$ cat config.mk
export PLATFORM = sky130hd
export DESIGN_NAME = fifo_pattern_writer
export DESIGN_NICKNAME = d
export VERILOG_FILES = /design/src/rtl/fifo_test_pkg.sv /design/src/rtl/fifo_pattern_writer.sv
export SDC_FILE = /design/constraint.sdc
export NUM_CORES = 1
export LEC_CHECK = 0
export CAP_MARGIN = 0
export CORE_MARGIN = 2
export CORE_UTILIZATION = 47
export DETAILED_ROUTE_END_ITERATION = 8
export GPL_ROUTABILITY_DRIVEN = 0
export GPL_TIMING_DRIVEN = 0
export MAX_ROUTING_LAYER = met4
export PLACE_DENSITY = 0.76
export RECOVER_POWER = 25
export SLEW_MARGIN = 20
export SYNTH_ARGS = -nofsm -noshare
export SYNTH_HDL_FRONTEND = slang
export SYNTH_SLANG_ARGS = --single-unit
$ cat constraint.sdc
create_clock -name prg_clk -period 2.3 [get_ports prg_clk]
set_clock_uncertainty 0.15 [all_clocks]
set_input_delay 0.69 -clock prg_clk [delete_from_list [all_inputs] [get_ports prg_clk]]
set_output_delay 0.69 -clock prg_clk [all_outputs]
set_load 0.02 [all_outputs]
$ cat src/rtl/fifo_test_pkg.sv
`default_nettype none
// ============================================================================
// Module      : fifo_test_pkg
// Description : Shared types and constants for the FIFO pattern writer.
//               Holds the FSM state encoding and the hold/stall counter widths.
// Revision    : 1.0 - initial release
// ============================================================================
package fifo_test_pkg;

  localparam int HOLD_CNT_W = 16;
  localparam int STALL_W    = 16;

  typedef enum logic [1:0] {
    ST_IDLE  = 2'd0,
    ST_WRITE = 2'd1,
    ST_HOLD  = 2'd2,
    ST_DONE  = 2'd3
  } state_e;

endpackage
`default_nettype wire

$ cat src/rtl/fifo_pattern_writer.sv
`default_nettype none
// ============================================================================
// Module      : fifo_pattern_writer
// Description : Writes an incrementing data pattern into a FIFO, throttled by
//               prog_full (with a programmable quiet-period hold-off) and
//               back-pressured by full. Optional fixed-length bursts.
// Ports       : prg_clk      - clock, rising edge
//               prg_rst_n    - asynchronous active-low reset
//               enable       - start / continue writing while high
//               prog_full    - FIFO programmable-full throttle (may pulse)
//               full         - FIFO hard full
//               wr_en        - FIFO write strobe (combinational)
//               din          - FIFO write data, incrementing pattern
//               word_count   - cumulative words written since reset
//               stall_cycles - saturating count of cycles spent in HOLD
//               done         - high while the burst has completed
// Revision    : 1.0 - initial release
// ============================================================================
module fifo_pattern_writer
  import fifo_test_pkg::*;
#(
  parameter int DATA_W      = 32,
  parameter int HOLD_CYCLES = 16,
  parameter int BURST_LEN   = 0
) (
  input  logic               prg_clk,
  input  logic               prg_rst_n,
  input  logic               enable,
  input  logic               prog_full,
  input  logic               full,
  output logic               wr_en,
  output logic [DATA_W-1:0]  din,
  output logic [DATA_W-1:0]  word_count,
  output logic [STALL_W-1:0] stall_cycles,
  output logic               done
);

  localparam logic [HOLD_CNT_W-1:0] HOLD_RELOAD = HOLD_CNT_W'(HOLD_CYCLES - 1);
  localparam logic [DATA_W-1:0]     BURST_LIMIT = DATA_W'(BURST_LEN);
  localparam logic [STALL_W-1:0]    STALL_MAX   = {STALL_W{1'b1}};
  localparam bit                    BURST_ON    = (BURST_LEN != 0);

  state_e                state_q,      state_d;
  logic [DATA_W-1:0]     din_q,        din_d;
  logic [DATA_W-1:0]     word_count_q, word_count_d;
  logic [DATA_W-1:0]     burst_cnt_q,  burst_cnt_d;
  logic [HOLD_CNT_W-1:0] hold_cnt_q,   hold_cnt_d;
  logic [STALL_W-1:0]    stall_q,      stall_d;

  logic                  wr_fire;
  logic [DATA_W-1:0]     burst_next;

  always_ff @(posedge prg_clk or negedge prg_rst_n) begin
    if (!prg_rst_n) begin
      state_q      <= ST_IDLE;
      din_q        <= '0;
      word_count_q <= '0;
      burst_cnt_q  <= '0;
      hold_cnt_q   <= '0;
      stall_q      <= '0;
    end else begin
      state_q      <= state_d;
      din_q        <= din_d;
      word_count_q <= word_count_d;
      burst_cnt_q  <= burst_cnt_d;
      hold_cnt_q   <= hold_cnt_d;
      stall_q      <= stall_d;
    end
  end

  always_comb begin
    state_d      = state_q;
    din_d        = din_q;
    word_count_d = word_count_q;
    burst_cnt_d  = burst_cnt_q;
    hold_cnt_d   = hold_cnt_q;
    stall_d      = stall_q;

    // A write only happens in WRITE with both throttles clear; enable is
    // deliberately absent so the cycle that drops enable still writes.
    wr_fire    = (state_q == ST_WRITE) && !prog_full && !full;
    burst_next = burst_cnt_q + 1'b1;

    if (wr_fire) begin
      din_d        = din_q + 1'b1;
      word_count_d = word_count_q + 1'b1;
      burst_cnt_d  = burst_next;
    end

    case (state_q)
      ST_IDLE: begin
        if (enable) begin
          state_d     = ST_WRITE;
          burst_cnt_d = '0;
        end
      end

      ST_WRITE: begin
        // Burst completion wins over everything: the final write of a burst
        // can never be followed by a HOLD.
        if (BURST_ON && wr_fire && (burst_next == BURST_LIMIT)) begin
          state_d = ST_DONE;
        end else if (!enable) begin
          state_d = ST_IDLE;
        end else if (prog_full) begin
          state_d    = ST_HOLD;
          hold_cnt_d = HOLD_RELOAD;
        end
      end

      ST_HOLD: begin
        if (stall_q != STALL_MAX) begin
          stall_d = stall_q + 1'b1;
        end
        // Any prog_full during the quiet period restarts the full wait.
        if (!enable) begin
          state_d = ST_IDLE;
        end else if (prog_full) begin
          hold_cnt_d = HOLD_RELOAD;
        end else if (hold_cnt_q == '0) begin
          state_d = ST_WRITE;
        end else begin
          hold_cnt_d = hold_cnt_q - 1'b1;
        end
      end

      ST_DONE: begin
        if (!enable) begin
          state_d = ST_IDLE;
        end
      end

      default: state_d = ST_IDLE;
    endcase
  end

  assign wr_en        = wr_fire;
  assign din          = din_q;
  assign word_count   = word_count_q;
  assign stall_cycles = stall_q;
  assign done         = (state_q == ST_DONE);

endmodule
`default_nettype wire

# == Yosys cells after proc, flatten, opt, wreduce, memory -nomap -nowiden ==
# Cells that the tools add are included.
# classes
add_sub_neg,4
eq_ne,13
muxes,14
reduce_logical,10
# op_table
op,count
16-bit 2-to-1 mux,5
32-bit by 1-bit adder with 32-bit output (second input constant),2
16-bit one-hot mux with 2 select lines,1
16-bit by 1-bit adder with 16-bit output (second input constant),1
16-bit logical NOT,1
16-bit != test (second input constant),1
16-bit by 1-bit subtractor with 16-bit output (second input constant),1
2-bit 2-to-1 mux,7
3-bit != test (second input constant),4
2-bit != test (second input constant),5
5-bit AND reduction,2
2-bit one-hot mux with 4 select lines,1
2-bit == test (second input constant),2
2-bit by 1-bit == test with 1-bit output (second input constant),1
1-bit logical AND,2
1-bit logical NOT,2
2-bit logical NOT,1
2-bit AND reduction,1
2-bit nonzero test,1
# word_totals
reg_bits,98
output_inout_bits,82
word_cells,46

# == Longest topological paths before layout ==
# Gate-level depths: netlist of run 1.
# depth
word_depth,5
ltp_mapped,9

# == Worst setup path before layout of run 1 ==
# Ideal clock, no wire load.
# synth_path
kind,input-to-output
from,input prog_full
to,output wr_en
arrival_time_ns,1.658
required_ns,1.460
slack_ns,-0.198
stages,4
cell_sequence,or4b_1 -> buf_6 -> inv_2 -> buf_2
# synth_via
elab_chain_len,3
# synth_rtl
item,line,source
start: declaration,fifo_pattern_writer.sv:29,"input logic prog_full,"
1-bit logical NOT,fifo_pattern_writer.sv:81,wr_fire = (state_q == ST_WRITE) && !prog_full && !full;
1-bit logical AND (2 in series),fifo_pattern_writer.sv:81,
end: declaration,fifo_pattern_writer.sv:31,"output logic wr_en,"
# Every way passes these cells.

# == Final worst setup path of run 1 ==
# Ends and elaborated chain as after synthesis.

==> flow_summary.toml, run 1 <==
[run_status]
status = "finished, violations left"
violations = "negative setup slack"

[routing]
ant_nets = 0
vias = 3552
finalWirelength_um = 9730
dr.pass1.iters = 4
routed_via_density = 5.262
drc = 0
drt_iter0_drc = 138
wl_per_cell_um = 14.41

[sta]
finalCritPeriodShare_pct = 105.5
hold_violations = 0
min_period_ns = 2.426
rsz0062_at_grt = "yes"
slew_violations = 0
tightestPinTransition_ns = 0.9094
finalSetupViolations = 1
fmax_mhz = 412.3
fin_ws_ns = -0.1256
tns_ns = -0.1256
slew_headroom_pct = 39.37

[die]
initial_utilization_pct = 47.68
coreArea_um2 = 9594
die_y_um = 102.7
dieArea_um2 = 10540
pin_count = 87
rows = 36
chipWidth_um = 102.7

[worst_setup_path]
cp_cell_sequence = "buf_8, or4b_4, inv_8, buf_6"
critPathLaunchType = "primary input"
cp.arrival_ns = 1.59
crit_family = "simple AND/OR/NAND/NOR gates"
slowest_delay_ns = 0.60
crit_type = "primary input to primary output"
crit_path_end_kind = "primary output"
required_ns = 1.46
crit_slowest_cell = "or4b_4"
cp_max_fo = 4
path_buf_inv = 3

[yosys]
yosys-top-cells-area = "dfrtp_1, xnor2_1, nand2_1, xor2_1, nand3_1"
synth_seq_cells = 98
synth_top_area_share_pct = 53.61
yosysTopAreaCell = "dfrtp_1"
synth_edf_count = 0
syn_nets = 437
postSynthCellCount = 428
netlist-cell-type-count = 49
ys_warn_count = 0
syn_area_um2 = 4574
synth_seq_area_share_pct = 53.61
syn_avg_cell_area_um2 = 10.69
yosys.cell_count.top_type = "dfrtp_1"
async_reset_ff_share_pct = 100.0
ys.flop_type = "dfrtp_1"
ys_top_cells_by_count = "dfrtp_1, xnor2_1, nand2_1"

[layout]
stdcell_area_um2 = 6051
drive_above_1_share_pct = 11.62
num-fill-cells = 793
syn_to_final_growth_pct = 32.28
num-nets-final = 547
antennaDiodeCount = 0
final_cells = 675

[global_routing]
grt_pass1_vias = 3373
grt-ovfl-total = 0
grt_max_degree = 62
grt_antenna_before_repair = 0
grt_first_pass_wirelength_um = 15890
grtUsageTotal_pct = 19.67

[power_and_ir_drop]
power_w = 0.003755
vdd_drop_max_uv = 524.7
powerDensity_nw_per_um2 = 620.6
p_leak_nw = 3.057

[hold_path]
hp-class = "primary input to async pin"

[clocking]
clk_path_buf_depth = 2
numClockSinks = 98
htreeDepth = 3
root_buffer = "clkbuf_8"
cts_hold_buf = 0
worst_skew_pair.late_latency_ns = 0.36
cts_made_buffers = 9
cts_tree = "yes"
clk_pin_slew_worst_paths_ns = 0.09

[run]
max_cap_violations = 0

[placed_design]
dp_hpwl_um = 6646
io_buffers = 86
post-place-ws_ns = -1.260
dpl.cell_count = 648
postPlaceCellArea_um2 = 5675
[sequential cells by signal, summed over array words and instances (netlist names)]
| name | flops |
|---|---|
| hold_cnt_q | 16 |
| word_count | 32 |
| din | 32 |
| stall_cycles | 16 |
| state_q | 2 |
[path summary, 6_finish.rpt]
check / endpoint / slack [ns] / depth (start not counted) / from
max reg2reg: word_count[14] / 0.06 / 7 / state_q[0]
min in group prg_clk: word_count[31] / 0.32 / 1 / word_count[31]
min: din[18] / 0.30 / 1 / prg_rst_n
max: wr_en / -0.13 / 4 / prog_full
max in group asynchronous: word_count[14] / 0.25 / 2 / prg_rst_n
min reg2reg: word_count[31] / 0.32 / 1 / word_count[31]
[per-stage QoR]
stage / hold WS [ns] / util (%)
6_report: 0.2961 / 63.07
5_1_grt: 0.3378 / 63.07
4_1_cts: 0.06957 / 62.09
3_5_place_dp: 0.3059 / 59.15
3_3_place_gp: 0.3072 / 58.86
2_1_floorplan: 0.2444 / -
[power breakdown]
part,internal [W],switching (W),total [W]
combinational,0.000264,0.000329,0.000594
sequential,0.00183,0.000160,0.00199
clock,0.000607,0.000563,0.00117
total,0.00270,0.00105,0.00376
[worst reg2reg max path, stage by stage (launching register included)]
cell     delay [ns]
dfrtp_1        0.43
or4b_4         0.56
buf_6          0.20
nor4_4         0.28
buf_6          0.17
nand3_2        0.10
nor2_2         0.12
xor2_1         0.16
[layout by cell type, fill, tap and decap left out, types with 10 or more instances in the layout]
cell type and count:
a21oi_1 11, a31oi_1 10, buf_4 12, clkdlybuf4s50_1 45
dfrtp_1 98, dlygate4sd2_1 17, dlymetal6s2s_1 20, inv_1 11
nand2_1 49, nand3_1 32, nand4_1 23, nor2_1 18
nor3_1 11, xnor2_1 55, xor2_1 20
[kinds of logic (layout without fill, tap and decap cells)]
| logic type | count (synthesis) | count (layout) | share of synthesized area, % |
|---|---|---|---|
| AO/OA/AOI/OAI | 38 | 38 | 5.197 |
| XOR/XNOR | 75 | 75 | 14.36 |
| adder cells (fa/ha/maj) | 4 | 4 | 1.094 |
| buffers and inverters | 19 | 133 | 1.833 |
| flip-flops | 98 | 98 | 53.61 |
| multiplexers | 3 | 3 | 0.7385 |
| AND/OR/NAND/NOR | 191 | 191 | 23.17 |
[final cells by class]
cell class	instances	area (µm²)	area share (%)
Multi-Input combinational cell	311	2142	35.40
Tap cell	133	166.4	2.750
Timing Repair Buffer	101	1012	16.73
Clock buffer	12	135.1	2.233
Buffer	5	25.02	0.4136
Sequential cell	98	2452	40.53
Inverter	12	52.55	0.8685
Clock inverter	3	65.06	1.075
[metal layers]
layer | routed length (µm) | track usage [%]
met5 | 0 | -
met3 | 326 | 2.644
met4 | 129 | 7.077
met1 | 4607 | 26.10
met2 | 4667 | 31.12
[timing repair]
action,CTS,global route
gates resized for setup,42,33
setup buffers,8,6
pin swaps,7,2
endpoints found under the hold margin,0,0
setup endpoints to repair,81,52
Power figures use the tool's default switching activity.
==> inputs of run 2 (changes only) <==
--- a/config.mk
+++ b/config.mk
@@ -7,12 +7,11 @@
 export LEC_CHECK = 0
 export CAP_MARGIN = 0
 export CORE_MARGIN = 2
-export CORE_UTILIZATION = 47
+export CORE_UTILIZATION = 45
 export DETAILED_ROUTE_END_ITERATION = 8
 export GPL_ROUTABILITY_DRIVEN = 0
-export GPL_TIMING_DRIVEN = 0
 export MAX_ROUTING_LAYER = met4
-export PLACE_DENSITY = 0.76
+export PLACE_DENSITY = 0.73
 export RECOVER_POWER = 25
 export SLEW_MARGIN = 20
 export SYNTH_ARGS = -nofsm -noshare
==> run 2 against run 1 <==
Compared with the run above: the flow still finishes with violations (negative setup slack); non-clock buffer count rose by 11; clock-buffer cell count did not move; die area rose by 4.3%; global-route usage fell by 0.14 points; sequential power barely moved; core utilization fell by 1.2 points; final cell count rose by 1.8%; critical path depth did not move; maximum frequency rose by 2.7%; critical endpoint unchanged; largest power group unchanged.
==> flow_summary.toml, run 2 (synthesized netlist as in run 1, its figures left out) <==
[run_status]
status = "finished, violations left"
violations = "negative setup slack"

[routing]
drc = 0
dr.pass1.iters = 4
drt_iter0_drc = 182
finalWirelength_um = 9849
ant_nets = 0
wl_met1_um = 4441
wl_per_cell_um = 14.34
routed_via_density = 5.274
vias = 3623
top_layer_used = "met4"
dr_wl_met3_um = 384
met2_wirelength_um = 4832

[power_and_ir_drop]
vdd_drop_max_uv = 676.2
powerDensity_nw_per_um2 = 611.9
p_leak_nw = 3.262

[layout]
num-nets-final = 558
final_cells = 687
drive_above_1_share_pct = 12.82
syn_to_final_growth_pct = 32.74
final_common_cell = "dfrtp_1"
fin_util_pct = 61.84
antennaDiodeCount = 0
layout_common_cells = "dfrtp_1, xnor2_1, nand2_1"

[worst_setup_path]
crit_type = "primary input to primary output"
crit_path_end_kind = "primary output"
cp_max_fo = 2
cp.arrival_ns = 1.52
cpMostUsedCell = "buf_6"
cp_cell_sequence = "buf_6, or4b_4, clkinv_4, buf_6"
critPathLaunchType = "primary input"
crit_slowest_cell = "or4b_4"
slowest_delay_ns = 0.56
required_ns = 1.46

[sta]
finalCritPeriodShare_pct = 102.7
tightestPinTransition_ns = 0.9291
slew_violations = 0
hold_violations = 0
slew_headroom_pct = 38.06
fin_ws_ns = -0.06187
rsz0062_at_grt = "yes"
fmax_mhz = 423.4
finalSetupViolations = 1
min_period_ns = 2.362

[clocking]
cts_made_buffers = 9
cts_tree = "yes"
cts_hold_buf = 0
clk_path_buf_depth = 2
worst_skew_pair.late_latency_ns = 0.37
clk_pin_slew_worst_paths_ns = 0.09
htreeDepth = 3
root_buffer = "clkbuf_8"
numClockSinks = 98

[die]
chipWidth_um = 104.8
coreArea_um2 = 9819
dieArea_um2 = 10990
initial_utilization_pct = 46.59
rows = 36
pin_count = 87
die_y_um = 104.8

[run]
max_cap_violations = 0

[placed_design]
post-place-ws_ns = -0.9285
dp_hpwl_um = 7312
io_buffers = 86
dpl.cell_count = 671

[global_routing]
grt_first_pass_wirelength_um = 16970
grt_antenna_before_repair = 0
grt_max_degree = 39
grt_pass1_vias = 3583
grtUsageTotal_pct = 19.53
grt-ovfl-total = 0

[hold_path]
hp-class = "primary input to async pin"
==> run 2: changes by cell type in the layout (fill, tap and decap cells not counted), sizes merged <==
cell           before  now
buf                19   32
bufinv              2    1
clkbuf             17   15
clkdlybuf4s50      45   32
clkinv              1    3
dlygate4sd2        17   23
dlymetal6s2s       20   27
==> run 2: final cells by class <==
class / count / area (µm²)
Fill cell: 859 / 3747
Sequential cell: 98 / 2452
Multi-Input combinational cell: 311 / 2079
Timing Repair Buffer: 117 / 1120
Tap cell: 133 / 166.4
Clock buffer: 12 / 155.1
Inverter: 12 / 50.05
Clock inverter: 4 / 48.80
==> run 2: stage by stage <==
step	area (µm²)	setup TNS, ns	hold slack [ns]	power, W
floorplan	4619	-0.1117	0.2444	0.002314
global placement	5849	-33.31	0.3098	0.002660
detailed placement	5849	-35.59	0.3146	0.002677
CTS	6016	-0.07989	0.1174	0.003770
global route	6072	-0.08409	0.2960	0.003886
finish	6072	-0.06187	0.2422	0.003716
==> run 2: worst max-delay path: cells and delay by family <==
family / cells / cell delay, ns
buffers and inverters: 3 / 0.27
AND/OR/NAND/NOR: 1 / 0.56
==> run 2: path summary, 6_finish.rpt <==
check                                start             end  slack, ns  cells after the start
worst max-delay path                  full           wr_en      -0.06                      4
worst max register to register  state_q[1]         din[27]       0.14                      7
worst min-delay path             prg_rst_n   hold_cnt_q[0]       0.24                      1
min in group prg_clk               din[31]         din[31]       0.33                      1
max in group asynchronous        prg_rst_n  word_count[16]       0.36                      2
worst min register to register     din[31]         din[31]       0.33                      1
==> run 2: metal layers <==
metal  up-vias  track usage (%)
met5         -                -
met1      1767            24.97
met3        17            3.930
li1       1759                -
met4         0            6.571
met2        80            31.26
==> run 2: report_power, final <==
| part | switching, W | leakage (nW) | total (W) | internal, W |
|---|---|---|---|---|
| clock network | 0.000585 | 0.107 | 0.00115 | 0.000564 |
| registers | 0.000163 | 1.32 | 0.00199 | 0.00183 |
| logic | 0.000331 | 1.84 | 0.000574 | 0.000242 |
| total | 0.00108 | 3.26 | 0.00372 | 0.00264 |
==> run 2: timing repair <==
| action | in CTS | in global routing |
|---|---|---|
| pin swaps | 1 | 1 |
| endpoints found under the hold margin | 0 | 0 |
| endpoints found under the setup margin | 76 | 36 |
| buffers inserted | 0 | 0 |
| gates cloned | 0 | 0 |
| resized for setup | 36 | 33 |
